[src/rtl/exu_div_pkg.sv]
// ============================================================================
// Module : exu_div_pkg
// Brief  : Shared widths and FSM state encoding for the iterative divider.
// Rev    : 1.0  initial release
// ============================================================================
`default_nettype none

package exu_div_pkg;

    localparam int XLEN_DEF                = 32;
    localparam int REG_FILE_ADDR_WIDTH_DEF = 5;

    typedef enum logic [1:0] {
        IDLE = 2'd0,
        RUN  = 2'd1,
        DONE = 2'd2
    } div_state_t;

endpackage

`default_nettype wire

[src/rtl/exu_div.sv]
// ============================================================================
// Module : exu_div
// Brief  : Multi-cycle restoring divider for DIV/DIVU/REM/REMU with
//          registered single-cycle writeback strobe.
// Rev    : 1.0  initial release
// ============================================================================
`default_nettype none

module exu_div
    import exu_div_pkg::*;
#(
    parameter int XLEN                = XLEN_DEF,
    parameter int REG_FILE_ADDR_WIDTH = REG_FILE_ADDR_WIDTH_DEF
) (
    input  logic                           clk,
    input  logic                           rst,
    input  logic                           issue_valid,
    input  logic [XLEN-1:0]                issue_rs1_data,
    input  logic [XLEN-1:0]                issue_rs2_data,
    input  logic [REG_FILE_ADDR_WIDTH-1:0] issue_rd_addr,
    input  logic                           issue_unsign,
    input  logic                           issue_rem,
    input  logic                           pipe_flush,
    output logic                           div_busy,
    output logic                           wb_valid,
    output logic                           wb_rd_wr_en,
    output logic [REG_FILE_ADDR_WIDTH-1:0] wb_rd_addr,
    output logic [XLEN-1:0]                wb_data
);

    localparam int               CNT_W    = $clog2(XLEN);
    localparam logic [CNT_W-1:0] c_last   = CNT_W'(XLEN - 1);
    localparam logic [XLEN-1:0]  c_minint = {1'b1, {(XLEN-1){1'b0}}};

    div_state_t r_state;
    div_state_t w_state_nxt;

    logic [XLEN-1:0]                r_quot;
    logic [XLEN-1:0]                r_rem;
    logic [XLEN-1:0]                r_dsor;
    logic [CNT_W-1:0]               r_cnt;
    logic [REG_FILE_ADDR_WIDTH-1:0] r_rd_addr;
    logic                           r_rem_sel;
    logic                           r_neg_q;
    logic                           r_neg_r;
    logic [XLEN-1:0]                r_wb_data;
    logic [REG_FILE_ADDR_WIDTH-1:0] r_wb_rd_addr;

    // Issue-side decode: operand magnitudes and the two short-circuit cases
    logic            w_accept;
    logic            w_a_neg;
    logic            w_b_neg;
    logic [XLEN-1:0] w_a_mag;
    logic [XLEN-1:0] w_b_mag;
    logic            w_div_zero;
    logic            w_ovf;
    logic            w_special;
    logic [XLEN-1:0] w_spec_data;

    assign w_accept    = (r_state == IDLE) && issue_valid && !pipe_flush;
    assign w_a_neg     = !issue_unsign && issue_rs1_data[XLEN-1];
    assign w_b_neg     = !issue_unsign && issue_rs2_data[XLEN-1];
    assign w_a_mag     = w_a_neg ? (~issue_rs1_data + 1'b1) : issue_rs1_data;
    assign w_b_mag     = w_b_neg ? (~issue_rs2_data + 1'b1) : issue_rs2_data;
    assign w_div_zero  = (issue_rs2_data == '0);
    assign w_ovf       = !issue_unsign && (issue_rs1_data == c_minint) && (issue_rs2_data == '1);
    assign w_special   = w_div_zero || w_ovf;
    assign w_spec_data = w_div_zero ? (issue_rem ? issue_rs1_data : '1)
                                    : (issue_rem ? '0 : c_minint);

    // One restoring step: shift next dividend bit into the partial remainder
    logic [XLEN:0]   w_rem_sh;
    logic [XLEN:0]   w_diff;
    logic            w_ge;
    logic [XLEN-1:0] w_rem_nxt;
    logic [XLEN-1:0] w_quot_nxt;
    logic [XLEN-1:0] w_q_res;
    logic [XLEN-1:0] w_r_res;
    logic [XLEN-1:0] w_result;

    assign w_rem_sh   = {r_rem, r_quot[XLEN-1]};
    assign w_diff     = w_rem_sh - {1'b0, r_dsor};
    assign w_ge       = !w_diff[XLEN];
    assign w_rem_nxt  = w_ge ? w_diff[XLEN-1:0] : w_rem_sh[XLEN-1:0];
    assign w_quot_nxt = {r_quot[XLEN-2:0], w_ge};
    assign w_q_res    = r_neg_q ? (~w_quot_nxt + 1'b1) : w_quot_nxt;
    assign w_r_res    = r_neg_r ? (~w_rem_nxt + 1'b1) : w_rem_nxt;
    assign w_result   = r_rem_sel ? w_r_res : w_q_res;

    always_ff @(posedge clk or posedge rst) begin
        if (rst) begin
            r_state <= IDLE;
        end else begin
            r_state <= w_state_nxt;
        end
    end

    always_comb begin
        w_state_nxt = r_state;
        case (r_state)
            IDLE: begin
                if (w_accept) begin
                    w_state_nxt = w_special ? DONE : RUN;
                end
            end
            RUN: begin
                if (r_cnt == c_last) begin
                    w_state_nxt = DONE;
                end
            end
            DONE:    w_state_nxt = IDLE;
            default: w_state_nxt = IDLE;
        endcase
    end

    always_comb begin
        div_busy = (r_state != IDLE);
        wb_valid = (r_state == DONE);
    end

    // Result registers only move on entry to DONE, so they hold between strobes
    always_ff @(posedge clk or posedge rst) begin
        if (rst) begin
            r_quot       <= '0;
            r_rem        <= '0;
            r_dsor       <= '0;
            r_cnt        <= '0;
            r_rd_addr    <= '0;
            r_rem_sel    <= 1'b0;
            r_neg_q      <= 1'b0;
            r_neg_r      <= 1'b0;
            r_wb_data    <= '0;
            r_wb_rd_addr <= '0;
        end else if (w_accept) begin
            r_quot    <= w_a_mag;
            r_rem     <= '0;
            r_dsor    <= w_b_mag;
            r_cnt     <= '0;
            r_rd_addr <= issue_rd_addr;
            r_rem_sel <= issue_rem;
            r_neg_q   <= w_a_neg ^ w_b_neg;
            r_neg_r   <= w_a_neg;
            if (w_special) begin
                r_wb_data    <= w_spec_data;
                r_wb_rd_addr <= issue_rd_addr;
            end
        end else if (r_state == RUN) begin
            r_quot <= w_quot_nxt;
            r_rem  <= w_rem_nxt;
            r_cnt  <= r_cnt + 1'b1;
            if (r_cnt == c_last) begin
                r_wb_data    <= w_result;
                r_wb_rd_addr <= r_rd_addr;
            end
        end
    end

    assign wb_data     = r_wb_data;
    assign wb_rd_addr  = r_wb_rd_addr;
    assign wb_rd_wr_en = wb_valid && (r_wb_rd_addr != '0);

endmodule

`default_nettype wire

[config.mk]
export PLATFORM = sky130hd
export DESIGN_NAME = exu_div
export DESIGN_NICKNAME = d
export VERILOG_FILES = /design/src/rtl/exu_div_pkg.sv /design/src/rtl/exu_div.sv
export SDC_FILE = /design/constraint.sdc
export NUM_CORES = 1
export LEC_CHECK = 0
export ABC_AREA = 1
export CAP_MARGIN = 20
export CORE_MARGIN = 3
export CORE_UTILIZATION = 40
export DETAILED_ROUTE_END_ITERATION = 6
export SLEW_MARGIN = 20
export SYNTH_ARGS = -nofsm -noshare
export SYNTH_HDL_FRONTEND = slang
export SYNTH_SLANG_ARGS = --single-unit
[constraint.sdc]
create_clock -name clk -period 4.6 [get_ports clk]
set_input_delay 0.92 -clock clk [delete_from_list [all_inputs] [get_ports clk]]
set_output_delay 0.92 -clock clk [all_outputs]
set_load 0.02 [all_outputs]
# == Yosys cells after proc, flatten, opt, wreduce, memory -nomap -nowiden ==
# Index checks and enable logic that the tools add are counted.
# word_totals
in_bits,75
register_bits,148
output_inout_bits,40
# classes
addsub,6
eq_ne,8
n_mux,27
bitwise,5
reduce_logical,19
# ops
cell,n
two-way mux 32 bit,17
adder 32 x 1 -> 32 bit (second input constant),4
inverter 32 bit,4
== test 32 bit (second input constant),2
subtractor 33 x 32 -> 33 bit,1
zero test 32 bit,1
two-way mux 5 bit,6
logical AND 1 bit,7
two-way mux 2 bit,3
nonzero test 2 bit,3
adder 5 x 1 -> 5 bit (second input constant),1
== test 5 bit (second input constant),1
nonzero test 5 bit,1
!= test 2 bit (second input constant),2
case mux 2 bit (2 select lines),1
zero test 1 bit,3
AND reduction 3 bit,1
== test 2 x 1 -> 1 bit (second input constant),1
== test 2 bit (second input constant),1
zero test 2 bit,1
!= test 2 x 1 -> 1 bit (second input constant),1
AND reduction 2 bit,1
logical OR 1 bit,1
bitwise XOR 1 bit,1

# == Depth between registers and ports, before layout ==
# logic_depth
depth_word,9
depth_mapped,35
depth_no_buf,33

# == Worst setup path before layout ==
# No wires, ideal clock.
# synth_timing
kind,register -> register
start,register r_quot[31]
end,register r_wb_data[30] (netlist: wb_data[30])
path_slack_ns,0.532
path_stages_with_launch,36
t_required_ns,4.527
t_arrival_ns,3.995
setup_time_ns,0.073
cell_sequence,dfrtp_1 -> inv_1 -> ha_1 -> fa_1 -> inv_1 -> nand2_1 -> nand2_1 -> nand3_1 -> nand2_2 -> nand2_2 -> nand2_2 -> nand2_4 -> nand2_4 -> nand2_2 -> nand2_4 -> buf_6 -> buf_6 -> ha_1 -> nand2_1 -> nor2_1 -> nand2_1 -> nor3_2 -> nand3_1 -> nor3_1 -> nand3_1 -> nor2_1 -> nand2_1 -> inv_1 -> nand3_1 -> nand2_1 -> nand2_1 -> a21oi_1 -> o21ai_0 -> nand2_1 -> nand2_1 -> a21oi_2
# synth_via
elab_chain_len,9
word_cells_on_any_way,13
cone_classes,add/sub: 3; mux: 7; bitwise: 2; reduce/logical: 1
# synth_lines
element,line_no,text
start: declaration,exu_div.sv:38,logic [XLEN-1:0] r_quot;
start signal: assignment,exu_div.sv:135,r_quot <= w_a_mag;
start signal: assignment,exu_div.sv:148,r_quot <= w_quot_nxt;
subtractor 33 x 32 -> 33 bit,exu_div.sv:82,"assign w_diff = w_rem_sh - {1'b0, r_dsor};"
two-way mux 32 bit / zero test 1 bit (equally long branches),"exu_div.sv:84, exu_div.sv:83",
inverter 32 bit (on tied branches),"exu_div.sv:87, exu_div.sv:86",
adder 32 x 1 -> 32 bit (on tied branches),"exu_div.sv:87, exu_div.sv:86",
two-way mux 32 bit (on tied branches),"exu_div.sv:87, exu_div.sv:86",
two-way mux 32 bit (*),exu_div.sv:88,assign w_result = r_rem_sel ? w_r_res : w_q_res;
two-way mux 32 bit (*),exu_div.sv:151,if (r_cnt == c_last) begin
two-way mux 32 bit (*),exu_div.sv:147,end else if (r_state == RUN) begin
two-way mux 32 bit (*),exu_div.sv:134,end else if (w_accept) begin
end signal: assignment,exu_div.sv:144,r_wb_data <= w_spec_data;
end signal: assignment,exu_div.sv:152,r_wb_data <= w_result;
end: declaration,exu_div.sv:46,logic [XLEN-1:0] r_wb_data;
# Mark *: on every way between the ends. The rest lies on a longest branch, timed or not. The select of a mux whose other input is x is not followed.
# A chain may end at the register's enable or synchronous reset.

# == Worst setup path in the final report ==
# Ends and elaborated chain as after synthesis.

==> results_dict.tcl <==
set metrics [dict create \
    outcome "finished, final reports clean" \
    min_path_type "register to register" \
    drt_iter0_drc 1353 \
    core_area_mm2 0.0329 \
    synth_edf_count 0 \
    insertion_delay_ns 0.45 \
    final-hold-violation-count 0 \
    arrival_ns 4.61 \
    fin_crit_sh 0.919 \
    rsz0062_at_grt "no" \
    crit_fanout 4 \
    holdCritStartpoint "r_rd_addr[4]" \
    crit_path_frequent_cell "nand2_1" \
    chipWidth_um 189 \
    setup_viol 0 \
    grt_max_degree 67 \
    synth_warnings 0 \
    clock_path_buffers 2 \
    place_congestion 0.966 \
    initial_utilization 0.410 \
    slew_headroom 0.356 \
    synth_area_mm2 0.0135 \
    wire_per_inst_um 18.7 \
    die-area_mm2 0.0359 \
    max_freq_mhz 237 \
    async_reset_ff_frac 1.00 \
    whs_ns 0.473 \
    cp-start-kind "register" \
    synthCells 2178 \
    synth-main-ff-cell "dfrtp_1" \
    cp.required_ns 4.98 \
    skew_ns 0.0127 \
    fp-row-count 66 \
    cp-end-kind "register" \
    overflow 0 \
    io_buffers 114 \
    h-tree-depth 4 \
    area_growth_pct 16.6 \
    cts-hold-fix-buffers 0 \
    die_h_um 189 \
    antenna_found_initial 0 \
    fin_nets 2376 \
    final_layout_size_suffix_gt1_frac 0.0726 \
    drc 0 \
    detailed_place_hpwl_um 39600 \
    via_per_inst 5.44 \
    vias 14800 \
    crit_type "register to register" \
    grt_pass1_vias 13900 \
    io_pins 115 \
    max_stage_delay_ns 0.38 \
    crit_slowest_cell "fa_2" \
    crit_start "r_quot[31]" \
    placed_area_mm2 0.0150 \
    synth_nets 2293 \
    syn_area_per_cell_um2 6.18 \
    grt_pass1_wl_um 79500 \
    drv_cap 0 \
    tightestPinTransition_ns 0.964 \
    worstReg2RegStart "r_quot[31]" \
    wl_um 50900 \
    ys_types 52 \
    ys_ff_latch 148 \
    cts.sinks 148 \
    n_antenna_cell 0 \
    clkSlewWorstSetupHoldPaths_ns 0.08 \
    finalCriticalPeriod_ns 4.23 \
    grt_use_total 0.284 \
    slew_viol_final 0 \
    ys_seq_area_frac 0.275 \
    cts_tree "built" \
    dr.pass1.iters 6 \
    fin_area_mm2 0.0157 \
    drtAntennaViolNets 0 \
    cts_buffers 17 \
    cts_root_buf "clkbuf_16" \
]
-- placed cells by master, fill, tap and decap left out, types with 26 or more instances in the layout --
master           netlist  routed
ha_1                  39      37
nand4_1               26      26
nand2_1              641     639
dfrtp_1              148     148
inv_1                316     312
o22ai_1               35      35
o21ai_0              102     102
nor2_1               228     224
nand2_2               24      26
xor2_1                28      28
o221ai_1              30      30
a21oi_1              108     108
clkdlybuf4s50_1        0     114
nand3_1              191     189
-- stage by stage --
| step | setup slack [ns] | cells | TNS [ns] | util |
|---|---|---|---|---|
| final | 0.373 | 2716 | 0 | 0.477 |
| after global routing | 0.0137 | 2716 | 0 | 0.477 |
| after CTS | 0.105 | 2710 | 0 | 0.474 |
| after detailed placement | -0.0114 | 2678 | -0.0284 | 0.456 |
| after global placement | 0.00612 | 2678 | 0 | 0.456 |
| after floorplan | 0.532 | 2178 | 0 | - |
-- cells by family (layout without fill, tap and decap cells) --
| group | after synthesis | after routing | share of synthesized area |
|---|---|---|---|
| AO/OA/AOI/OAI | 337 | 337 | 0.147 |
| XOR/XNOR | 40 | 40 | 0.0260 |
| adder cells (fa/ha/maj) | 40 | 40 | 0.0377 |
| buffers and inverters | 406 | 502 | 0.122 |
| flip-flops | 148 | 148 | 0.275 |
| AND/OR/NAND/NOR | 1207 | 1207 | 0.392 |
-- layout make-up --
cell class	count	area (um^2)
fill	3422	17200
multi-input combinational	1624	8180
sequential	148	3700
timing repair buffer	143	1410
inverter	327	1230
tap	442	553
clock buffer	17	425
clock inverter	15	185
-- registers in the layout (all words and copies together), names as in the netlist --
register,cells
r_cnt,5
r_state,2
wb_rd_addr,5
r_neg_q,1
r_neg_r,1
r_dsor,32
r_rd_addr,5
r_rem_sel,1
r_quot,32
r_rem,32
wb_data,32
-- layer usage --
layer / wire length [um] / GRT usage
met1: 23500 / 0.408
met2: 21400 / 0.417
met3: 4430 / 0.0722
met4: 1510 / 0.0881
met5: 0 / 0
-- final timing paths --
kind	endpoint	slack [ns]	cells after the start
worst max-delay path	wb_data[30]	0.37	33
min in group asynchronous	wb_data[19]	1.04	2
worst min register to register	r_rd_addr[4]	0.47	2
max in group asynchronous	wb_rd_addr[4]	2.69	3
worst max register to register	wb_data[30]	0.37	33
worst min-delay path	r_rd_addr[4]	0.47	2
-- Yosys cell counts (2+ instances only) --
| cell | number | share of area |
|---|---|---|
| nand2_1 | 641 | 0.18 |
| inv_1 | 316 | 0.088 |
| nor2_1 | 228 | 0.064 |
| nand3_1 | 191 | 0.071 |
| dfrtp_1 | 148 | 0.28 |
| a21oi_1 | 108 | 0.040 |
| o21ai_0 | 102 | 0.038 |
| clkbuf_1 | 46 | 0.013 |
| ha_1 | 39 | 0.036 |
| o22ai_1 | 35 | 0.016 |
| o221ai_1 | 30 | 0.020 |
| xor2_1 | 28 | 0.018 |
| nor3_1 | 27 | 0.010 |
| nand4_1 | 26 | 0.012 |
| nand2_2 | 24 | 0.011 |
| nand3b_1 | 16 | 0.0089 |
| a31oi_1 | 12 | 0.0056 |
| buf_6 | 12 | 0.010 |
| xnor2_1 | 12 | 0.0078 |
| o21ai_1 | 11 | 0.0041 |
| nor2_2 | 10 | 0.0046 |
| buf_2 | 9 | 0.0033 |
| nand3_2 | 9 | 0.0067 |
| buf_1 | 8 | 0.0022 |
| nand2_4 | 7 | 0.0059 |
| nor2_4 | 7 | 0.0059 |
| nor3_2 | 7 | 0.0052 |
| o211ai_1 | 7 | 0.0039 |
| a21oi_2 | 6 | 0.0039 |
| inv_2 | 6 | 0.0017 |
| o31ai_1 | 6 | 0.0033 |
| or2_2 | 6 | 0.0028 |
| buf_4 | 4 | 0.0022 |
| clkinv_1 | 4 | 0.0011 |
| nor4_1 | 4 | 0.0019 |
| o21a_1 | 4 | 0.0022 |
| o21bai_1 | 4 | 0.0022 |
| a21o_1 | 2 | 0.0011 |
| a22o_1 | 2 | 0.0013 |
| o32ai_1 | 2 | 0.0013 |
-- critical path: cells and delay by family, from the launching register on --
family          cells  cell delay, ns
compound gates      3            0.38
fa+ha+maj           3            0.71
buf+inv             3            0.23
flops               1            0.35
simple gates       24            2.47
-- what timing repair did --
item | 4_1_cts | 5_1_grt
endpoints found under the setup margin | 0 | 6
gates resized for setup | 0 | 15
setup buffers | 0 | 6
Power is not shown: default switching activity piles up to over one toggle a cycle in this logic, so the estimate is an artifact.
